$ cat config.mk
export PLATFORM = sky130hd
export DESIGN_NAME = chnl_master_node
export DESIGN_NICKNAME = d
export VERILOG_FILES = /design/src/rtl/chnl_pkg.sv /design/src/rtl/chnl_tx_fifo.sv /design/src/rtl/chnl_master_node.sv
export SDC_FILE = /design/constraint.sdc
export NUM_CORES = 1
export LEC_CHECK = 0
export BUFFER_PORTS_ARGS = -buffer_cell sky130_fd_sc_hd__buf_2
export CAP_MARGIN = 20
export CORE_MARGIN = 2
export CORE_UTILIZATION = 35
export CTS_CLUSTER_DIAMETER = 60
export CTS_CLUSTER_SIZE = 10
export DETAILED_ROUTE_END_ITERATION = 8
export PLACE_DENSITY_LB_ADDON = 0.12
export REMOVE_ABC_BUFFERS = 1
export SLEW_MARGIN = 5
export SYNTH_ARGS = -nofsm -noshare
export SYNTH_HDL_FRONTEND = slang
export SYNTH_HIERARCHICAL = 1
export SYNTH_SLANG_ARGS = --single-unit
$ cat constraint.sdc
create_clock -name clk_i -period 5 [get_ports clk_i]
set_clock_uncertainty 0.05 [all_clocks]
set_input_delay 0.5 -clock clk_i [delete_from_list [all_inputs] [get_ports clk_i]]
set_output_delay 0.5 -clock clk_i [all_outputs]
set_load 0.02 [all_outputs]
$ cat src/rtl/chnl_pkg.sv
// rtl/chnl_pkg.sv - shared types, widths and parity helper for channel nodes
package chnl_pkg;

   localparam int DATA_W = 32;
   localparam int CNT_W  = 16;

   typedef enum logic [1:0] {
      IDLE = 2'd0,
      SEND = 2'd1,
      GAP  = 2'd2,
      ERR  = 2'd3
   } state_t;

   // Even-parity bit: XOR of the word together with this bit is zero.
   function automatic logic parity32(input logic [DATA_W-1:0] data);
      return ^data;
   endfunction

endpackage

$ cat src/rtl/chnl_tx_fifo.sv
// rtl/chnl_tx_fifo.sv - sync word FIFO with full/empty/freeslot and head/next peek
module chnl_tx_fifo import chnl_pkg::*; #(
   parameter int DEPTH = 16
) (
   input  logic              clk_i,
   input  logic              rst_i,
   input  logic              push_i,
   input  logic [DATA_W-1:0] push_data_i,
   input  logic              pop_i,
   output logic [DATA_W-1:0] head_o,
   output logic [DATA_W-1:0] next_o,
   output logic              full_o,
   output logic              empty_o,
   output logic              more_o,
   output logic [6:0]        freeslot_o
);

   localparam int AW = $clog2(DEPTH);

   logic [DATA_W-1:0] mem [DEPTH];
   logic [AW-1:0]     rd_ptr;
   logic [AW-1:0]     wr_ptr;
   logic [6:0]        count;
   logic              do_pop;
   logic              do_push;

   assign full_o     = (count == 7'(DEPTH));
   assign empty_o    = (count == 7'd0);
   assign more_o     = (count > 7'd1);
   assign freeslot_o = 7'(DEPTH) - count;
   assign head_o     = mem[rd_ptr];
   assign next_o     = mem[rd_ptr + AW'(1)];

   // A pop in the same cycle frees the slot a push into a full buffer needs.
   assign do_pop  = pop_i && !empty_o;
   assign do_push = push_i && (!full_o || do_pop);

   always_ff @(posedge clk_i) begin
      if (do_push) begin
         mem[wr_ptr] <= push_data_i;
      end
   end

   always_ff @(posedge clk_i or posedge rst_i) begin
      if (rst_i) begin
         rd_ptr <= '0;
         wr_ptr <= '0;
         count  <= '0;
      end else begin
         if (do_push) wr_ptr <= wr_ptr + AW'(1);
         if (do_pop)  rd_ptr <= rd_ptr + AW'(1);
         count <= count + {6'd0, do_push} - {6'd0, do_pop};
      end
   end

endmodule

$ cat src/rtl/chnl_master_node.sv
// rtl/chnl_master_node.sv - transmit-side channel node feeding one slave over data/parity/valid/wait
// Optional parity fault injection port inj_i is built when PARITY_INJECT_EN is defined.
module chnl_master_node import chnl_pkg::*; #(
   parameter int DEPTH = 16,
   parameter int GAP_W = 4
) (
   input  logic              clk_i,
   input  logic              rst_i,
   input  logic [DATA_W-1:0] push_data_i,
   input  logic              push_i,
   output logic              full_o,
   output logic [6:0]        freeslot_o,
   input  logic              en_i,
   input  logic [GAP_W-1:0]  gap_i,
   output logic [DATA_W-1:0] data_o,
   output logic              data_p_o,
   output logic              valid_o,
   input  logic              wait_i,
   input  logic              parity_err_i,
   output logic              busy_o,
   output logic [CNT_W-1:0]  sent_cnt_o,
   input  logic              cnt_clr_i
`ifdef PARITY_INJECT_EN
   ,
   input  logic              inj_i
`endif
);

   state_t            state, state_n;
   logic [DATA_W-1:0] data_n;
   logic              valid_n;
   logic [GAP_W-1:0]  gap_cnt, gap_n;
   logic              pop, load, accept;
   logic [DATA_W-1:0] head, next;
   logic              empty, more;

   chnl_tx_fifo #(.DEPTH(DEPTH)) u_fifo (
      .clk_i       (clk_i),
      .rst_i       (rst_i),
      .push_i      (push_i),
      .push_data_i (push_data_i),
      .pop_i       (pop),
      .head_o      (head),
      .next_o      (next),
      .full_o      (full_o),
      .empty_o     (empty),
      .more_o      (more),
      .freeslot_o  (freeslot_o)
   );

   always_comb begin
      state_n = state;
      data_n  = data_o;
      valid_n = valid_o;
      gap_n   = gap_cnt;
      pop     = 1'b0;
      load    = 1'b0;
      accept  = 1'b0;
      if (parity_err_i) begin
         state_n = ERR;
         valid_n = 1'b0;
      end else begin
         case (state)
            IDLE: begin
               if (en_i && !empty) begin
                  data_n  = head;
                  valid_n = 1'b1;
                  load    = 1'b1;
                  state_n = SEND;
               end
            end
            SEND: begin
               if (valid_o && !wait_i) begin
                  accept = 1'b1;
                  pop    = 1'b1;
                  if (gap_i != '0) begin
                     gap_n   = gap_i;
                     valid_n = 1'b0;
                     state_n = GAP;
                  end else if (more && en_i) begin
                     data_n = next;
                     load   = 1'b1;
                  end else begin
                     valid_n = 1'b0;
                     state_n = IDLE;
                  end
               end else if (!en_i || !valid_o) begin
                  valid_n = 1'b0;
                  state_n = IDLE;
               end
            end
            GAP: begin
               // The last gap cycle launches directly so exactly gap_i idle cycles separate words.
               if (gap_cnt <= GAP_W'(1)) begin
                  gap_n = '0;
                  if (en_i && !empty) begin
                     data_n  = head;
                     valid_n = 1'b1;
                     load    = 1'b1;
                     state_n = SEND;
                  end else begin
                     state_n = IDLE;
                  end
               end else begin
                  gap_n = gap_cnt - GAP_W'(1);
               end
            end
            ERR:     state_n = IDLE;
            default: state_n = IDLE;
         endcase
      end
   end

   always_ff @(posedge clk_i or posedge rst_i) begin
      if (rst_i) begin
         state      <= IDLE;
         data_o     <= '0;
         valid_o    <= 1'b0;
         gap_cnt    <= '0;
         sent_cnt_o <= '0;
      end else begin
         state   <= state_n;
         data_o  <= data_n;
         valid_o <= valid_n;
         gap_cnt <= gap_n;
         if (cnt_clr_i)   sent_cnt_o <= '0;
         else if (accept) sent_cnt_o <= sent_cnt_o + CNT_W'(1);
      end
   end

`ifdef PARITY_INJECT_EN
   logic inj_q;

   always_ff @(posedge clk_i or posedge rst_i) begin
      if (rst_i)         inj_q <= 1'b0;
      else if (load)     inj_q <= inj_i;
      else if (!valid_n) inj_q <= 1'b0;
   end

   assign data_p_o = parity32(data_o) ^ inj_q;
`else
   assign data_p_o = parity32(data_o);
`endif

   assign busy_o = (state != IDLE) || !empty;

endmodule

==> results of run 1 <==
how the worst min path moves through the flow:
stage          depth (start not counted)         start               end
4_1_cts                                2  parity_err_i          state[0]
6_report                               3        push_i  u_fifo/wr_ptr[3]
2_1_floorplan                          1         rst_i   u_fifo/count[0]
3_3_place_gp                           2    data_o[18]        data_o[18]
5_1_grt                                3        push_i  u_fifo/wr_ptr[3]
3_5_place_dp                           2    data_o[13]        data_o[13]
repair_timing:
item | CTS | global route
hold buffers | 1 | 0
setup buffers | 0 | 0
hold endpoints to repair | 20 | 0
endpoints found under the setup margin | 0 | 0
worst min-delay path, delay by kind of cell:
kind | cells | cell delay [ns]
XOR/XNOR | 1 | 0.06
buffers and inverters | 1 | 0.13
AND/OR/NAND/NOR | 1 | 0.08
area by class of cell:
type | count | area, sq um | share of cell area [%]
clock buffers | 119 | 2110 | 6.65
clock inverters | 16 | 214 | 0.673
inverters | 26 | 98.8 | 0.311
multi-input cells | 855 | 9950 | 31.3
flip-flops and latches | 582 | 17100 | 53.9
well taps | 1050 | 1310 | 4.13
repair buffers | 139 | 981 | 3.08
layer usage:
layer	global-route usage (%)	vias to the layer above	wire length, um
met3	3.86	109	4180
met5	0	-	27
li1	-	6725	-
met1	26.4	8357	34000
met2	31.1	466	37400
met4	4.40	4	1440
sequential cells by signal, indices dropped and copies added, names as in the netlist:
signal / cells
valid_o: 1
data_o: 32
u_fifo/count: 7
u_fifo/rd_ptr: 4
state: 2
sent_cnt_o: 16
gap_cnt: 4
u_fifo/wr_ptr: 4
u_fifo/mem: 512
logic make-up (layout without fill, tap and decap cells):
| kind of cell | count (synthesis) | after routing | share of synthesized area [%] |
|---|---|---|---|
| XOR/XNOR | 56 | 56 | 1.80 |
| flip-flops | 582 | 582 | 61.9 |
| AND/OR/NAND/NOR | 179 | 179 | 3.17 |
| AO/OA/AOI/OAI | 207 | 207 | 5.33 |
| buffers and inverters | 130 | 300 | 2.52 |
| adder cells (fa/ha/maj) | 26 | 26 | 1.20 |
| multiplexers | 387 | 387 | 24.1 |
per-stage QoR:
step / area [sq um] / power (W) / instances / setup slack, ns
2_1_floorplan: 27100 / 0.0109 / 1463 / -9.65
3_3_place_gp: 29400 / 0.0134 / 2650 / 1.25
3_5_place_dp: 29400 / 0.0134 / 2650 / 1.24
4_1_cts: 31800 / 0.0187 / 2786 / 1.34
5_1_grt: 31800 / 0.0194 / 2787 / 1.15
6_report: 31800 / 0.0184 / 2787 / 1.33
report_power, final:
group	internal (W)	switching, W	total (W)
Combinational	0.00318	0.00361	0.00679
Sequential	0.00593	0.000525	0.00646
Clock	0.00307	0.00208	0.00516
placed cells by master (no fill, tap or decap), types with 3 or more instances in the layout:
cell	instances
bufinv_16	3
o21ai_2	10
nor3_1	4
clkinv_2	4
o21ai_1	23
nand2b_1	5
nand4_1	4
buf_12	15
a21oi_1	10
mux2i_1	161
a22oi_1	32
nor2b_1	7
and3_2	10
nor2_1	22
buf_4	22
or3_1	8
and4_2	3
edfxtp_1	512
ha_1	24
nor2b_4	3
dfrtp_1	66
clkbuf_8	3
clkbuf_1	39
nand2_1	85
inv_1	24
xor2_1	6
nand3_1	10
a221oi_1	64
mux4_2	224
clkbuf_16	77
o21ai_0	48
buf_2	101
inv_6	5
xnor2_1	48
cells in the mapped netlist, types with 2 or more instances:
library cell and count:
buf_6 15, a21boi_0 2, and2_1 3, a21oi_1 10, nand3b_1 2, or3_1 8
ha_1 25, mux2i_1 161, xor2_1 6, nand2b_1 5, a22oi_1 32, o21a_1 2
o21ai_1 23, and4b_1 2, and3_1 11, and4_1 5, nor2b_1 10, buf_4 16
mux4_2 224, clkbuf_1 30, edfxtp_1 512, inv_1 25, nand3_1 10, o21ai_0 48
mux2_2 2, a221oi_1 64, o21ai_2 10, nand2_1 85, nor2_1 23, buf_1 13
xnor2_1 49, nand4_1 4, dfrtp_1 70, a22o_1 2, buf_2 30, nor3_1 5
==> flow_summary.json, run 1 <==
{
  "grt_pass1_wl_um": 113000,
  "rr_worst_depth": 7,
  "numPortBuffers": 101,
  "syn2layout_area_growth_pct": 14.9,
  "relSlewSlack_pct": 26.5,
  "ys_warn_count": 6,
  "via_per_inst": 5.62,
  "first_pass_iters": 6,
  "cts_tree": "done",
  "synth-edff-count": 512,
  "worstPathArrival_ns": 3.92,
  "drive_gt1_share_pct": 29.0,
  "power_density_nw_per_um2": 579,
  "cts_buffers": 74,
  "die_y_um": 285,
  "ioPinCount": 102,
  "diodes": 0,
  "hold_violations": 0,
  "r2r_slack_ns": 1.33,
  "core_sq_um": 78600,
  "gp_congestion": 0.766,
  "ys_types": 59,
  "layout.nets": 1747,
  "path_cells": "or3b_4 > nor2_2 > inv_1 > o21ai_1 > and2_1 > and4_2 > buf_4",
  "syn_area_sq_um": 27700,
  "worst_setup_path_start_kind": "register",
  "maxSlewViolCount": 0,
  "insertion_delay_ns": 0.61,
  "totalWireLength_um": 77000,
  "setup_tns_ns": 0,
  "path_class": "reg -> reg",
  "vdd_drop_max_v": 0.00167,
  "grt_setup_unrepaired": "no",
  "setup.worst_path.start": "state[1]",
  "die_area_sq_um": 81400,
  "grt_pass1_vias": 16200,
  "cts_resized": 0,
  "cts-htree-levels": 3,
  "drtAntennaViolNets": 0,
  "finalCriticalPeriod_ns": 3.67,
  "drc": 0,
  "syn_inst": 1567,
  "tightestPinTransition_ns": 1.10,
  "grt_max_degree": 133,
  "worstPathMaxFanout": 18,
  "crit_end": "u_fifo/mem[12][20]",
  "n_fill_cell": 7126,
  "fin_crit_sh_pct": 73.4,
  "yosysTopAreaCellShare_pct": 55.5,
  "clkSlewWorstSetupHoldPaths_ns": 0.06,
  "cap_viol_max_count": 0,
  "post-route-util_pct": 40.5,
  "outcome": "completed",
  "worstHoldPathType": "in -> reg",
  "critical_path.top_delay_family": "simple AND/OR/NAND/NOR gates",
  "slowest_delay_ns": 0.82,
  "ys_top_cells_by_area": "edfxtp_1, mux4_2, dfrtp_1, mux2i_1, a221oi_1",
  "required_ns": 5.26,
  "r2r-start": "state[1]",
  "ys_ff_latch": 582,
  "drtIter0Drc": 1296,
  "endpoint_kind": "register",
  "path_depth": 7,
  "track_usage_pct": 19.1,
  "syn_area_per_cell_sq_um": 17.7,
  "slowest_stage": "and4_2",
  "synth.largest_area_cell": "edfxtp_1",
  "num_rows": 103,
  "regToRegEndpoint": "u_fifo/mem[12][20]",
  "place_hpwl_um": 44100,
  "ys.flop_type": "edfxtp_1",
  "cts.sink_count": 582,
  "fmax_mhz": 273,
  "root_buffer": "clkbuf_16",
  "hold_slack_ns": 0.166,
  "async_flop_share_pct": 12.0,
  "die_width_um": 285,
  "cts_max_path_buffers": 3,
  "overflow": 0,
  "start_util_pct": 35.2,
  "routedWlPerCell_um": 27.6,
  "antenna_found_initial": 4,
  "setup_viol": 0,
  "power_leakage_nw": 10.5,
  "vias": 15700,
  "seq_area_frac_synth_pct": 61.9,
  "worst-path-buf-inv": 2
}
(Power assumes the default switching activity.)
==> run 2, diff against run 1 <==
- ABC_AREA: unset -> 1
- clock period: 5 -> 3.75 ns (I/O delays scaled with it)
==> run 2 against run 1 <==
  * Global-route usage rose by 3.0 points
  * Highest routed layer is now met4
  * Critical endpoint is now u_fifo/mem[8][1]
  * Largest cell class unchanged
  * Setup slack got worse by 0.66 ns
  * Register-to-register slack worse by 0.66 ns
  * Synthesized area rose by 14%
  * Die area rose by 14%
  * Utilization down 0.62 points
==> flow_summary.json, run 2 <==
{
  "largestRegisters": "u_fifo/mem x512, data_o x32, sent_cnt_o x16",
  "cts.sink_count": 582,
  "required_ns": 3.97,
  "async_flop_share_pct": 12.0,
  "numPortBuffers": 101,
  "postPlaceCellArea_sq_um": 33500,
  "endpoint_kind": "register",
  "via_per_inst": 5.02,
  "synth.largest_area_cell": "edfxtp_1",
  "yosysTopAreaCellShare_pct": 48.5,
  "drtIter0Drc": 2103,
  "ys_types": 40,
  "hold_slack_ns": 0.0393,
  "p_clk_share_pct": 24.2,
  "die_width_um": 305,
  "dp_slack_ns": 0.636,
  "ys.flop_type": "edfxtp_1",
  "die_area_sq_um": 93000,
  "layout_setup_ws_ns": 0.673,
  "setup_viol": 0,
  "r2r-start": "u_fifo/count[0]",
  "start_util_pct": 35.3,
  "first_pass_iters": 5,
  "totalWireLength_um": 103000,
  "seq_area_frac_synth_pct": 54.0,
  "power_density_nw_per_um2": 795,
  "top_register": "u_fifo/mem",
  "power_leakage_nw": 15.7,
  "fin_crit_sh_pct": 82.1,
  "syn_area_per_cell_sq_um": 8.33,
  "layout_common_cells": "nand2_1, nand3_1, edfxtp_1, inv_1, nor2_1",
  "vias": 25400,
  "hold_violations": 0,
  "path_class": "reg -> reg",
  "finalCriticalPeriod_ns": 3.08,
  "insertion_delay_ns": 0.63,
  "post_cts_buffers": 0,
  "cts_buffers": 73,
  "layoutNonFillerInstCount": 5064,
  "power_frac_comb_pct": 46.3,
  "drive_gt1_share_pct": 8.95,
  "antenna_found_initial": 3,
  "sw_frac_of_total_pct": 44.0,
  "final_common_cell": "nand2_1",
  "root_buffer": "clkbuf_16",
  "vdd_drop_max_v": 0.00102,
  "grt_max_degree": 203,
  "syn_inst": 3806,
  "overflow": 0,
  "synth-edff-count": 512,
  "relSlewSlack_pct": 32.4,
  "n_fill_cell": 9095,
  "synth.top_cells.by_count": "nand2_1, nand3_1, edfxtp_1",
  "outcome": "completed",
  "worstHoldPathType": "in -> reg",
  "worstPathMaxFanout": 16,
  "ys_warn_count": 6,
  "netSwitchingPower_w": 0.0125,
  "intPower_w": 0.0159,
  "min_from": "push_i",
  "maxSlewViolCount": 0,
  "ioPinCount": 102,
  "num_rows": 110,
  "placed_cells": 4927,
  "worstPathArrival_ns": 3.29,
  "largest_register_ffs": 512,
  "tightestPinTransition_ns": 1.01,
  "cts_tree": "done",
  "yosysMostFrequentCell": "nand2_1",
  "fmax_mhz": 325,
  "drc": 0,
  "track_usage_pct": 22.0,
  "grt_pass1_wl_um": 154000,
  "place_hpwl_um": 55500,
  "routedWlPerCell_um": 20.3,
  "cap_viol_max_count": 0,
  "ys_ff_latch": 582,
  "layout.nets": 3898,
  "syn_area_sq_um": 31700,
  "ys_top_cells_by_area": "edfxtp_1, nand2_1, nand3_1, inv_1, dfrtp_1",
  "core_sq_um": 89900,
  "grt_pass1_vias": 24000,
  "cts-htree-levels": 3,
  "syn2layout_area_growth_pct": 13.0,
  "gp_congestion": 0.792,
  "clkSlewWorstSetupHoldPaths_ns": 0.06,
  "design_area_sq_um": 35800,
  "drtAntennaViolNets": 0,
  "setup.worst_path.start": "u_fifo/count[0]",
  "cts_max_path_buffers": 3,
  "worst_setup_path_start_kind": "register",
  "die_y_um": 305,
  "grt_setup_unrepaired": "no",
  "seq_power_share_pct": 29.5
}
-- run 2: cell count changes after synthesis, sizes merged, moves of 27 or more --
cell	previous run	this run
mux2i	161	32
or2	0	66
buf	74	171
nand2	85	1241
o211ai	2	128
o21ai	81	54
a221oi	64	0
mux4	224	0
inv	25	480
nor2	24	232
nand3	10	603
xnor2	50	8
a22oi	32	0
a21oi	10	81
-- run 2: critical path, stage by stage (launching register included) --
cell     delay, ns
dfrtp_1       0.40
inv_1         0.10
ha_1          0.23
nand2_1       0.14
inv_1         0.06
nand2_1       0.09
nand2_2       0.14
nand2_1       0.17
nand2_1       0.43
buf_4         0.34
nor3_2        0.16
buf_4         0.40
-- run 2: routing by layer --
metal	share of wire [%]	vias to the layer above	global-route usage, %
met5	0	-	0
met1	45	12200	29.8
met2	47	608	37.0
met3	4.7	145	2.65
li1	-	12500	-
met4	2.6	0	6.50
-- run 2: final cells by class --
| type | instances | area, sq um | share of cell area [%] |
|---|---|---|---|
| sequential | 582 | 17100 | 47.9 |
| clock inverter | 16 | 225 | 0.629 |
| antenna | 1 | 2.50 | 0.00699 |
| timing repair buffer | 170 | 1230 | 3.44 |
| inverter | 481 | 1830 | 5.10 |
| tap | 1176 | 1470 | 4.11 |
| multi-input combinational | 2521 | 11800 | 33.0 |
| clock buffer | 117 | 2080 | 5.82 |
-- run 2: per-stage QoR --
stage | utilization [%] | total power (W) | setup TNS [ns]
2_1_floorplan | - | 0.0154 | -1039.73
3_3_place_gp | 37.2 | 0.0217 | 0
3_5_place_dp | 37.2 | 0.0217 | 0
4_1_cts | 39.8 | 0.0287 | 0
5_1_grt | 39.8 | 0.0305 | 0
6_report | 39.8 | 0.0284 | 0
-- run 2: path summary, 6_finish.rpt --
kind	endpoint	slack, ns	cells past startpoint
worst max-delay path	u_fifo/mem[8][1]	0.67	11
worst max register to register	u_fifo/mem[8][1]	0.67	11
min in group asynchronous	u_fifo/count[5]	0.39	3
worst min-delay path	u_fifo/wr_ptr[0]	0.04	3
worst min register to register	sent_cnt_o[11]	0.46	1
max in group asynchronous	data_o[11]	2.28	4
-- run 2: timing repair --
| item | in CTS | in global routing |
|---|---|---|
| resized for setup | 0 | 0 |
| hold buffers | 3 | 0 |
| hold endpoints to repair | 47 | 0 |
-- run 2: logic make-up (layout without fill, tap and decap cells) --
kind of cell | after synthesis | after routing | synth area share, %
flip-flops | 582 | 582 | 54.0
AO/OA/AOI/OAI | 268 | 268 | 5.29
AND/OR/NAND/NOR | 2176 | 2176 | 29.0
XOR/XNOR | 19 | 19 | 0.549
buffers and inverters | 703 | 784 | 9.03
adder cells (fa/ha/maj) | 26 | 26 | 1.05
multiplexers | 32 | 32 | 1.01
other | 0 | 1 | 0
-- run 2: power groups by stage --
stage                     registers (W)  logic [W]  clock network (W)
after floorplan                 0.00885    0.00658                  0
after global placement          0.00851     0.0132                  0
after detailed placement        0.00851     0.0132                  0
after CTS                       0.00838     0.0132            0.00708
after global routing            0.00846     0.0147            0.00732
final                           0.00838     0.0132            0.00689
